### config.mk
export PLATFORM = sky130hd
export DESIGN_NAME = rx_frame_sampler
export DESIGN_NICKNAME = d
export VERILOG_FILES = /design/src/rtl/uart_rx_pkg.sv /design/src/rtl/rx_sync.sv /design/src/rtl/rx_frame_sampler.sv
export SDC_FILE = /design/constraint.sdc
export NUM_CORES = 1
export LEC_CHECK = 0
export CAP_MARGIN = 20
export CORE_UTILIZATION = 55
export DETAILED_ROUTE_END_ITERATION = 6
export GPL_ROUTABILITY_DRIVEN = 1
export PLACE_DENSITY = 0.86
export SLEW_MARGIN = 10
export SYNTH_ARGS = -nofsm -noshare
export SYNTH_HDL_FRONTEND = slang
export SYNTH_SLANG_ARGS = --single-unit
### constraint.sdc
create_clock -name clock -period 1.9 [get_ports clock]
set_input_delay 0.285 -clock clock [delete_from_list [all_inputs] [get_ports clock]]
set_output_delay 0.285 -clock clock [all_outputs]
set_load 0.01 [all_outputs]
### src/rtl/uart_rx_pkg.sv
// Shared definitions for the UART receive path: frame FSM states,
// parity_type encodings, oversampling default and the 3-sample vote.
package uart_rx_pkg;

  typedef enum logic [2:0] {
    S_IDLE,
    S_START,
    S_DATA,
    S_PARITY,
    S_STOP,
    S_DONE
  } state_t;

  localparam logic [1:0] PAR_ODD  = 2'b01;
  localparam logic [1:0] PAR_EVEN = 2'b10;

  // The tick counter is 4 bits wide, so OVERSAMPLE must not exceed 16.
  localparam int OVERSAMPLE_DEF = 16;

  function automatic logic maj3(input logic a, input logic b, input logic c);
    return (a & b) | (a & c) | (b & c);
  endfunction

endpackage

### src/rtl/rx_sync.sv
// Two-flop synchronizer for the asynchronous serial line, plus a
// falling-edge detector on the synchronized level.
module rx_sync (
  input  logic i_clock,
  input  logic i_reset,
  input  logic i_rx,
  output logic o_line,
  output logic o_fall
);

  logic r_meta;
  logic r_sync;
  logic r_prev;

  // NOTE: sequential state uses non-blocking assignments so every flop
  // samples the pre-edge value of its neighbour; blocking here would
  // collapse the two-flop chain into a single stage.
  always_ff @(posedge i_clock) begin
    if (i_reset) begin
      // Reset to the idle (high) level so leaving reset cannot fake a start edge.
      r_meta <= 1'b1;
      r_sync <= 1'b1;
      r_prev <= 1'b1;
    end else begin
      r_meta <= i_rx;
      r_sync <= r_meta;
      r_prev <= r_sync;
    end
  end

  assign o_line = r_sync;
  assign o_fall = r_prev & ~r_sync;

endmodule

### src/rtl/rx_frame_sampler.sv
// UART frame sampler: oversampled start/data/parity/stop capture with
// 3-sample majority voting; frame fields are published in one DONE clock.
module rx_frame_sampler
  import uart_rx_pkg::*;
#(
  parameter int OVERSAMPLE = OVERSAMPLE_DEF
) (
  input  logic       clock,
  input  logic       reset,
  input  logic       data_rx,
  input  logic       baud_tick,
  input  logic [1:0] parity_type,
  output logic [7:0] raw_data,
  output logic       parity_bit,
  output logic       start_bit,
  output logic       stop_bit,
  output logic       frame_valid,
  output logic       active
);

  localparam logic [3:0] C_LAST = 4'(OVERSAMPLE - 1);
  localparam logic [3:0] C_S0   = 4'(OVERSAMPLE / 2 - 1);
  localparam logic [3:0] C_S1   = 4'(OVERSAMPLE / 2);
  localparam logic [3:0] C_S2   = 4'(OVERSAMPLE / 2 + 1);

  state_t     r_state;
  logic [3:0] r_cnt;
  logic [2:0] r_bit_idx;
  logic [1:0] r_ptype;
  logic       r_s0;
  logic       r_s1;

  logic [7:0] r_sh_data;
  logic       r_sh_parity;
  logic       r_sh_start;
  logic       r_sh_stop;

  logic [7:0] r_raw_data;
  logic       r_parity_bit;
  logic       r_start_bit;
  logic       r_stop_bit;
  logic       r_frame_valid;
  logic       r_active;

  logic w_line;
  logic w_fall;
  logic w_vote;
  logic w_tick_last;
  logic w_tick_vote;
  logic w_has_parity;

  rx_sync u_rx_sync (
    .i_clock (clock),
    .i_reset (reset),
    .i_rx    (data_rx),
    .o_line  (w_line),
    .o_fall  (w_fall)
  );

  // The third sample is the live line, so the vote is complete on the C_S2 tick.
  assign w_vote       = maj3(r_s0, r_s1, w_line);
  assign w_tick_last  = baud_tick && (r_cnt == C_LAST);
  assign w_tick_vote  = baud_tick && (r_cnt == C_S2);
  assign w_has_parity = (r_ptype == PAR_ODD) || (r_ptype == PAR_EVEN);

  always_ff @(posedge clock) begin
    if (reset) begin
      r_state       <= S_IDLE;
      r_cnt         <= 4'd0;
      r_bit_idx     <= 3'd0;
      r_ptype       <= 2'b00;
      r_s0          <= 1'b1;
      r_s1          <= 1'b1;
      r_sh_data     <= 8'h00;
      r_sh_parity   <= 1'b0;
      r_sh_start    <= 1'b0;
      r_sh_stop     <= 1'b1;
      r_raw_data    <= 8'h00;
      r_parity_bit  <= 1'b0;
      r_start_bit   <= 1'b0;
      r_stop_bit    <= 1'b1;
      r_frame_valid <= 1'b0;
      r_active      <= 1'b0;
    end else begin
      r_frame_valid <= 1'b0;

      // NOTE: this shared counter update is a default; a later assignment
      // to r_cnt in the case below overrides it (last non-blocking write wins).
      if (r_state != S_IDLE && r_state != S_DONE && baud_tick)
        r_cnt <= w_tick_last ? 4'd0 : r_cnt + 4'd1;

      if (baud_tick && r_cnt == C_S0) r_s0 <= w_line;
      if (baud_tick && r_cnt == C_S1) r_s1 <= w_line;

      case (r_state)
        S_IDLE: begin
          r_cnt <= 4'd0;
          if (w_fall) begin
            r_state     <= S_START;
            r_ptype     <= parity_type;
            r_bit_idx   <= 3'd0;
            r_sh_parity <= 1'b0;
            r_active    <= 1'b1;
          end
        end

        S_START: begin
          if (w_tick_vote) begin
            r_sh_start <= w_vote;
            if (w_vote) begin
              // False start: the line was back high by mid-bit.
              r_state  <= S_IDLE;
              r_cnt    <= 4'd0;
              r_active <= 1'b0;
            end
          end else if (w_tick_last) begin
            r_state <= S_DATA;
          end
        end

        S_DATA: begin
          if (w_tick_vote)
            r_sh_data <= {w_vote, r_sh_data[7:1]};
          if (w_tick_last) begin
            r_bit_idx <= r_bit_idx + 3'd1;
            if (r_bit_idx == 3'd7)
              r_state <= w_has_parity ? S_PARITY : S_STOP;
          end
        end

        S_PARITY: begin
          if (w_tick_vote)
            r_sh_parity <= w_vote;
          if (w_tick_last)
            r_state <= S_STOP;
        end

        S_STOP: begin
          // Leave half a bit early so a back-to-back start edge lands in IDLE.
          if (w_tick_vote) begin
            r_sh_stop <= w_vote;
            r_state   <= S_DONE;
            r_cnt     <= 4'd0;
          end
        end

        S_DONE: begin
          r_raw_data    <= r_sh_data;
          r_parity_bit  <= r_sh_parity;
          r_start_bit   <= r_sh_start;
          r_stop_bit    <= r_sh_stop;
          r_frame_valid <= 1'b1;
          r_active      <= 1'b0;
          r_state       <= S_IDLE;
          r_cnt         <= 4'd0;
        end

        default: begin
          r_state  <= S_IDLE;
          r_cnt    <= 4'd0;
          r_active <= 1'b0;
        end
      endcase
    end
  end

  assign raw_data    = r_raw_data;
  assign parity_bit  = r_parity_bit;
  assign start_bit   = r_start_bit;
  assign stop_bit    = r_stop_bit;
  assign frame_valid = r_frame_valid;
  assign active      = r_active;

endmodule
# [After elaboration in Yosys (flattened, before gate mapping)]
# Index checks and enable logic that the tools add are counted.
[totals] regBits=41 in_bits=6 output_inout_bits=13 word_cells=100
[classes] add_sub_neg=2 eq_ne=23 mux=27 n_bitwise=8 n_reduce_logical=21
[ops] op="two-way mux 3 bit" count=11
[ops] op="two-way mux 4 bit" count=5
[ops] op="one-hot mux 3 bit (5 select lines)" count=1
[ops] op="!= test 2 bit (second input constant)" count=7
[ops] op="equality test 4 bit (second input constant)" count=3
[ops] op="one-hot mux 4 bit (3 select lines)" count=1
[ops] op="equality test 3 bit (second input constant)" count=3
[ops] op="!= test 3 bit (second input constant)" count=3
[ops] op="AND reduction 2 bit" count=4
[ops] op="AND reduction 7 bit" count=1
[ops] op="equality test 3 x 2 -> 1 bit (second input constant)" count=2
[ops] op="logical AND 1 bit" count=6
[ops] op="two-way mux 1 bit" count=6
[ops] op="one-hot mux 3 bit (2 select lines)" count=1
[ops] op="AND reduction 3 bit" count=2
[ops] op="adder 4 x 1 -> 4 bit (second input constant)" count=1
[ops] op="bitwise AND 1 bit" count=4
[ops] op="equality test 4 x 3 -> 1 bit (second input constant)" count=1
[ops] op="AND reduction 4 bit" count=1
[ops] op="nonzero test 2 bit" count=2
[ops] op="adder 3 x 1 -> 3 bit (second input constant)" count=1
[ops] op="equality test 3 x 1 -> 1 bit (second input constant)" count=1
[ops] op="logical NOT 3 bit" count=1
[ops] op="one-hot mux 1 bit (3 select lines)" count=1
[ops] op="10 further kinds" count=12

# [Logic depth before layout (Yosys ltp)]
[logic_depth] ltp_word=7 mapped_depth=7 mapped_depth_nobuf=6

# [Cells and area by module]
# From an unflattened synthesis, not the netlist that was laid out.
[unflattened] hier_cells=213 hier_area_um2=1896.8
[by_module_without_submodules] module="rx_frame_sampler" instances=1 cells_each=206 area_each_um2=1811.7 seq_area_each_um2=760.7
[by_module_without_submodules] module="rx_sync" instances=1 cells_each=7 area_each_um2=85.1 seq_area_each_um2=60.1

# [Worst setup path after synthesis]
# Ideal clock, no wire load.
[synth_timing] kind="reg2reg" startpoint="reg r_cnt[1]" endpoint="reg r_state[1]" arrival_ps=1547 required_ps=1828 path_slack_ps=281 path_stages_with_launch=8 n_path_buf=1 period_less_slack_ps=1619 path_cell_list="dfxtp_1 > inv_1 > ha_1 > and4b_1 > buf_6 > a311o_1 > o311ai_2 > mux2i_1"
[synth_via] elab_chain_len=4 elab_cells_between_ends=12
[synth_rtl] element="start, declared" line_no="rx_frame_sampler.sv:27" rtl="logic [3:0] r_cnt;"
[synth_rtl] element="start signal, assigned" line_no="rx_frame_sampler.sv:90" rtl="r_cnt <= w_tick_last ? 4'd0 : r_cnt + 4'd1;"
[synth_rtl] element="equality test 4 bit (on tied branches)" line_no="rx_frame_sampler.sv:62, rx_frame_sampler.sv:63"
[synth_rtl] element="logical AND 1 bit (on tied branches)" line_no="rx_frame_sampler.sv:62, rx_frame_sampler.sv:63"
[synth_rtl] element="!= test 3 bit (no line) (tied with other cells)"
[synth_rtl] element="AND reduction 7 bit (no line) or one-hot mux 3 bit (5 select lines) (tied branches)"
[synth_rtl] element="end signal, assigned" line_no="rx_frame_sampler.sv:127" rtl="r_state <= w_has_parity ? S_PARITY : S_STOP;"
[synth_rtl] element="end, declared" line_no="rx_frame_sampler.sv:26" rtl="state_t r_state;"
# Several ways; a longest one is shown, not always the timed one.
# A chain may end at the register's enable or synchronous reset.

# [Final worst setup path]
[layout_timing] startpoint="reg r_cnt[0]" endpoint="reg r_sh_data[4]"
[layout_via] elab_chain_len=3
[layout_rtl] element="equality test 4 bit" line_no="rx_frame_sampler.sv:63" rtl="assign w_tick_vote = baud_tick && (r_cnt == C_S2);"
[layout_rtl] element="logical AND 1 bit" line_no="rx_frame_sampler.sv:63"
[layout_rtl] element="AND reduction 2 bit (no line)"
[layout_rtl] element="end signal, assigned" line_no="rx_frame_sampler.sv:123" rtl="r_sh_data <= {w_vote, r_sh_data[7:1]};"
[layout_rtl] element="end, declared" line_no="rx_frame_sampler.sv:33" rtl="logic [7:0] r_sh_data;"
# No other way between the ends.

==> summary.txt <==
Critical path
  – Critical path type: flop to flop
  – Crit path largest cell delay: 0.54 ns
  – CP startpoint kind: flop
  – CP startpoint: r_cnt[0]
  – Cell breakdown of the critical path: ha_1 -> nand4b_1 -> or3_1 -> mux2i_1 -> nor2_1
  – CP Capture Type: flop
  – Bufs and invs on worst path: 0
  – Delay-heaviest family, CP: simple AND/OR/NAND/NOR gates
  – Worst Path Required: 2.17 ns
  – Crit Path Max Fanout: 8
  – Critical Path AT: 2.01 ns
  – Cell at the slowest stage of the critical path: or3_1
  – Launching point of the worst reg2reg path: r_cnt[0]

Yosys
  – Synthesized cell area: 1760 um2
  – Seq/Total Area, Yosys: 0.466
  – Gate Count Post-Synth: 198
  – Syn. warnings: 0
  – Syn_nets: 209
  – Synthesized area per cell: 8.90 um2
  – Synth Register Bits: 41
  – Netlist cell types: 37

GRT
  – First-pass GRT wire length: 5260 um
  – Top Usage Layer GRT: met2
  – GR Util All Layers: 0.209
  – Met2 Use GR: 0.307
  – Initial antenna violation count: 0
  – GRT Residual Overflow: 0
  – Vias in the first global route: 1184
  – Met1 Resource Use GR: 0.278
  – Largest net degree at the start of global routing: 41
  – Met3 global-route usage: 0.0527

Die
  – Core footprint: 3050 um2
  – Die Ht: 58.6 um
  – Top Ports: 19
  – Num rows: 20
  – Die area: 3430 um2
  – Starting Density: 0.577
  – Die X: 58.6 um

Clock tree
  – Postcts setup bufs: 0
  – CTS HTree Levels: 2
  – Cts repair resizes: 0
  – Hold buffer count at cts: 0
  – Longest Clk Path Bufs: 2
  – Worst skew pair latency: 0.36 ns
  – Num CTS Buffers: 5
  – CTS Sinks: 41
  – CTS tree: done
  – CTS clk-pin slew, worst paths: 0.13 ns
  – Root buf cell: clkbuf_4

Timing
  – Unrepaired setup endpoints after global routing: false
  – Setup violators final: 0
  – Setup TNS: 0 ns
  – Worst-margin pin slew: 0.528 ns
  – Final hold vios: 0
  – Fin crit share: 0.916
  – Clock Skew: 0.0122 ns
  – Fmax: 0.574 GHz
  – Setup WS post-layout: 0.159 ns
  – Slew Viols, Final: 0
  – Tmin final: 1.74 ns
  – Max_slew headroom: 0.645

Cells and area
  – Share of cells above drive strength 1: 0.0917
  – Nets@finish: 228
  – Fill cells: 267
  – Final Instance Count excl. Fillers: 262
  – Antenna diodes: 0
  – Most common cell after layout, fill and taps aside: dfxtp_1
  – Commonest cells after routing, fill and taps aside: dfxtp_1, nand2_1, nor2_1
  – Area Growth Syn to Fin: 19.2%
  – Final core utilization: 0.688

Pwr
  – Seq pwr share: 0.524
  – VDD IR-drop max: 0.581 mV
  – Pwr per Cell Area: 796 nW/um2
  – Leak pwr: 0.833 nW
  – Sw Share: 0.210
  – Int Pwr: 1.32 mW
  – Combinational share of power: 0.046
  – Clk pwr share: 0.429
  – Switch Pwr: 0.351 mW

Job
  – Max Cap Violations: 0

Detailed routing
  – Final WL: 3130 um
  – Final ANT Viol Nets: 0
  – Via count: 1386
  – Drt wl/cell: 12.0 um
  – Residual DRC: 1
  – Initial DRC Count: 57
  – DR pass1 iterations: 6
  – Average vias per placed instance: 5.29

Place
  – HPWL after detailed placement: 2090 um
  – GPL Wtd Cong: 0.810
  – Placement Setup Slack: -0.0449 ns
  – Buffers on Ports: 18
  – Cells after DPL: 254

Min path
  – Hold Path Class: flop to flop
  – Min-delay src: u_rx_sync.r_meta

Status
  – Status: finished with violations
  – Violated checks: design-rule violations
cells in the mapped netlist:
cell type	n	area share
nor3b_1	2	0.0085
o22ai_1	1	0.0036
maj3_1	1	0.0057
or2_2	4	0.014
and3_1	3	0.011
clkbuf_1	6	0.013
nor3_1	2	0.0057
nand2b_1	7	0.025
and4b_1	1	0.0057
o311ai_2	1	0.0092
and4_2	1	0.0057
a211o_1	2	0.0099
o31ai_1	1	0.0043
mux2i_1	14	0.080
a21oi_1	18	0.051
a211oi_1	1	0.0043
a21o_1	1	0.0043
xnor2_1	1	0.0050
o211ai_1	1	0.0043
nand4b_1	3	0.015
nand4_1	1	0.0036
inv_1	4	0.0085
dfxtp_1	41	0.47
a31o_2	1	0.0050
buf_2	4	0.011
nor2_1	19	0.040
xor2_1	2	0.0099
nand3_1	6	0.017
o21ai_0	9	0.026
nand2_1	26	0.055
or3_1	3	0.011
a311o_1	1	0.0057
nand3b_1	1	0.0043
nor2b_1	2	0.0071
a31oi_1	1	0.0036
ha_1	5	0.036
buf_6	1	0.0064
power groups by stage:
stage	clock, mW	sequential (mW)	combinational [mW]
after floorplan	0	0.891	0.0507
after global placement	0	0.895	0.0754
after detailed placement	0	0.895	0.0769
after CTS	0.726	0.876	0.0773
after global routing	0.762	0.878	0.0853
final	0.717	0.876	0.0771
worst reg2reg max path, stage by stage, from the launching register on:
cell      delay, ns
dfxtp_1        0.45
ha_1           0.21
nand4b_1       0.16
or3_1          0.54
mux2i_1        0.23
nor2_1         0.06
metal layers:
metal,part of all wire,up-vias,wire length [um]
met5,0,-,0
met4,0.017,0,52
met3,0.046,4,144
met2,0.46,28,1430
met1,0.48,633,1500
li1,-,721,-
per-stage QoR:
step           instance area (um2)  hold slack, ns  power, mW
2_1_floorplan                 1760           0.389      0.941
3_3_place_gp                  1990           0.395      0.970
3_5_place_dp                  1990           0.415      0.972
4_1_cts                       2100           0.448       1.68
5_1_grt                       2100           0.452       1.73
6_report                      2100           0.437       1.67
layout make-up:
cell class,count,area [um2],share of cell area
Multi-Input combinational cell,142,872,0.415
Clock inverter,3,68.8,0.0328
Inverter,4,15.0,0.00715
Timing Repair Buffer,23,230,0.110
Clock buffer,5,37.5,0.0179
Tap cell,44,55.1,0.0262
Sequential cell,41,821,0.391
logic make-up (layout without fill, tap and decap cells):
kind of cell,Yosys count,in the layout,share of synthesized area
AOI/OAI and AO/OA,38,38,0.131
xor gates and xnor gates,3,3,0.0149
adders and majority gates,6,6,0.0412
buffers and inverters,15,35,0.0391
DFF,41,41,0.466
muxes,14,14,0.0795
and+or+nand+nor,81,81,0.229
sequential cells by signal, summed over array words and instances (netlist names), 2 cells and up:
name / flops
r_sh_data: 8
raw_data: 8
r_cnt: 4
r_bit_idx: 3
r_state: 3
r_ptype: 2
final timing paths:
| check | to | slack, ns | depth (start not counted) |
|---|---|---|---|
| worst max-delay path | r_sh_data[4] | 0.16 | 5 |
| worst min-delay path | u_rx_sync.o_line | 0.44 | 1 |
| worst max register to register | r_sh_data[4] | 0.16 | 5 |
| worst min register to register | u_rx_sync.o_line | 0.44 | 1 |
Power figures use the tool's default switching activity.
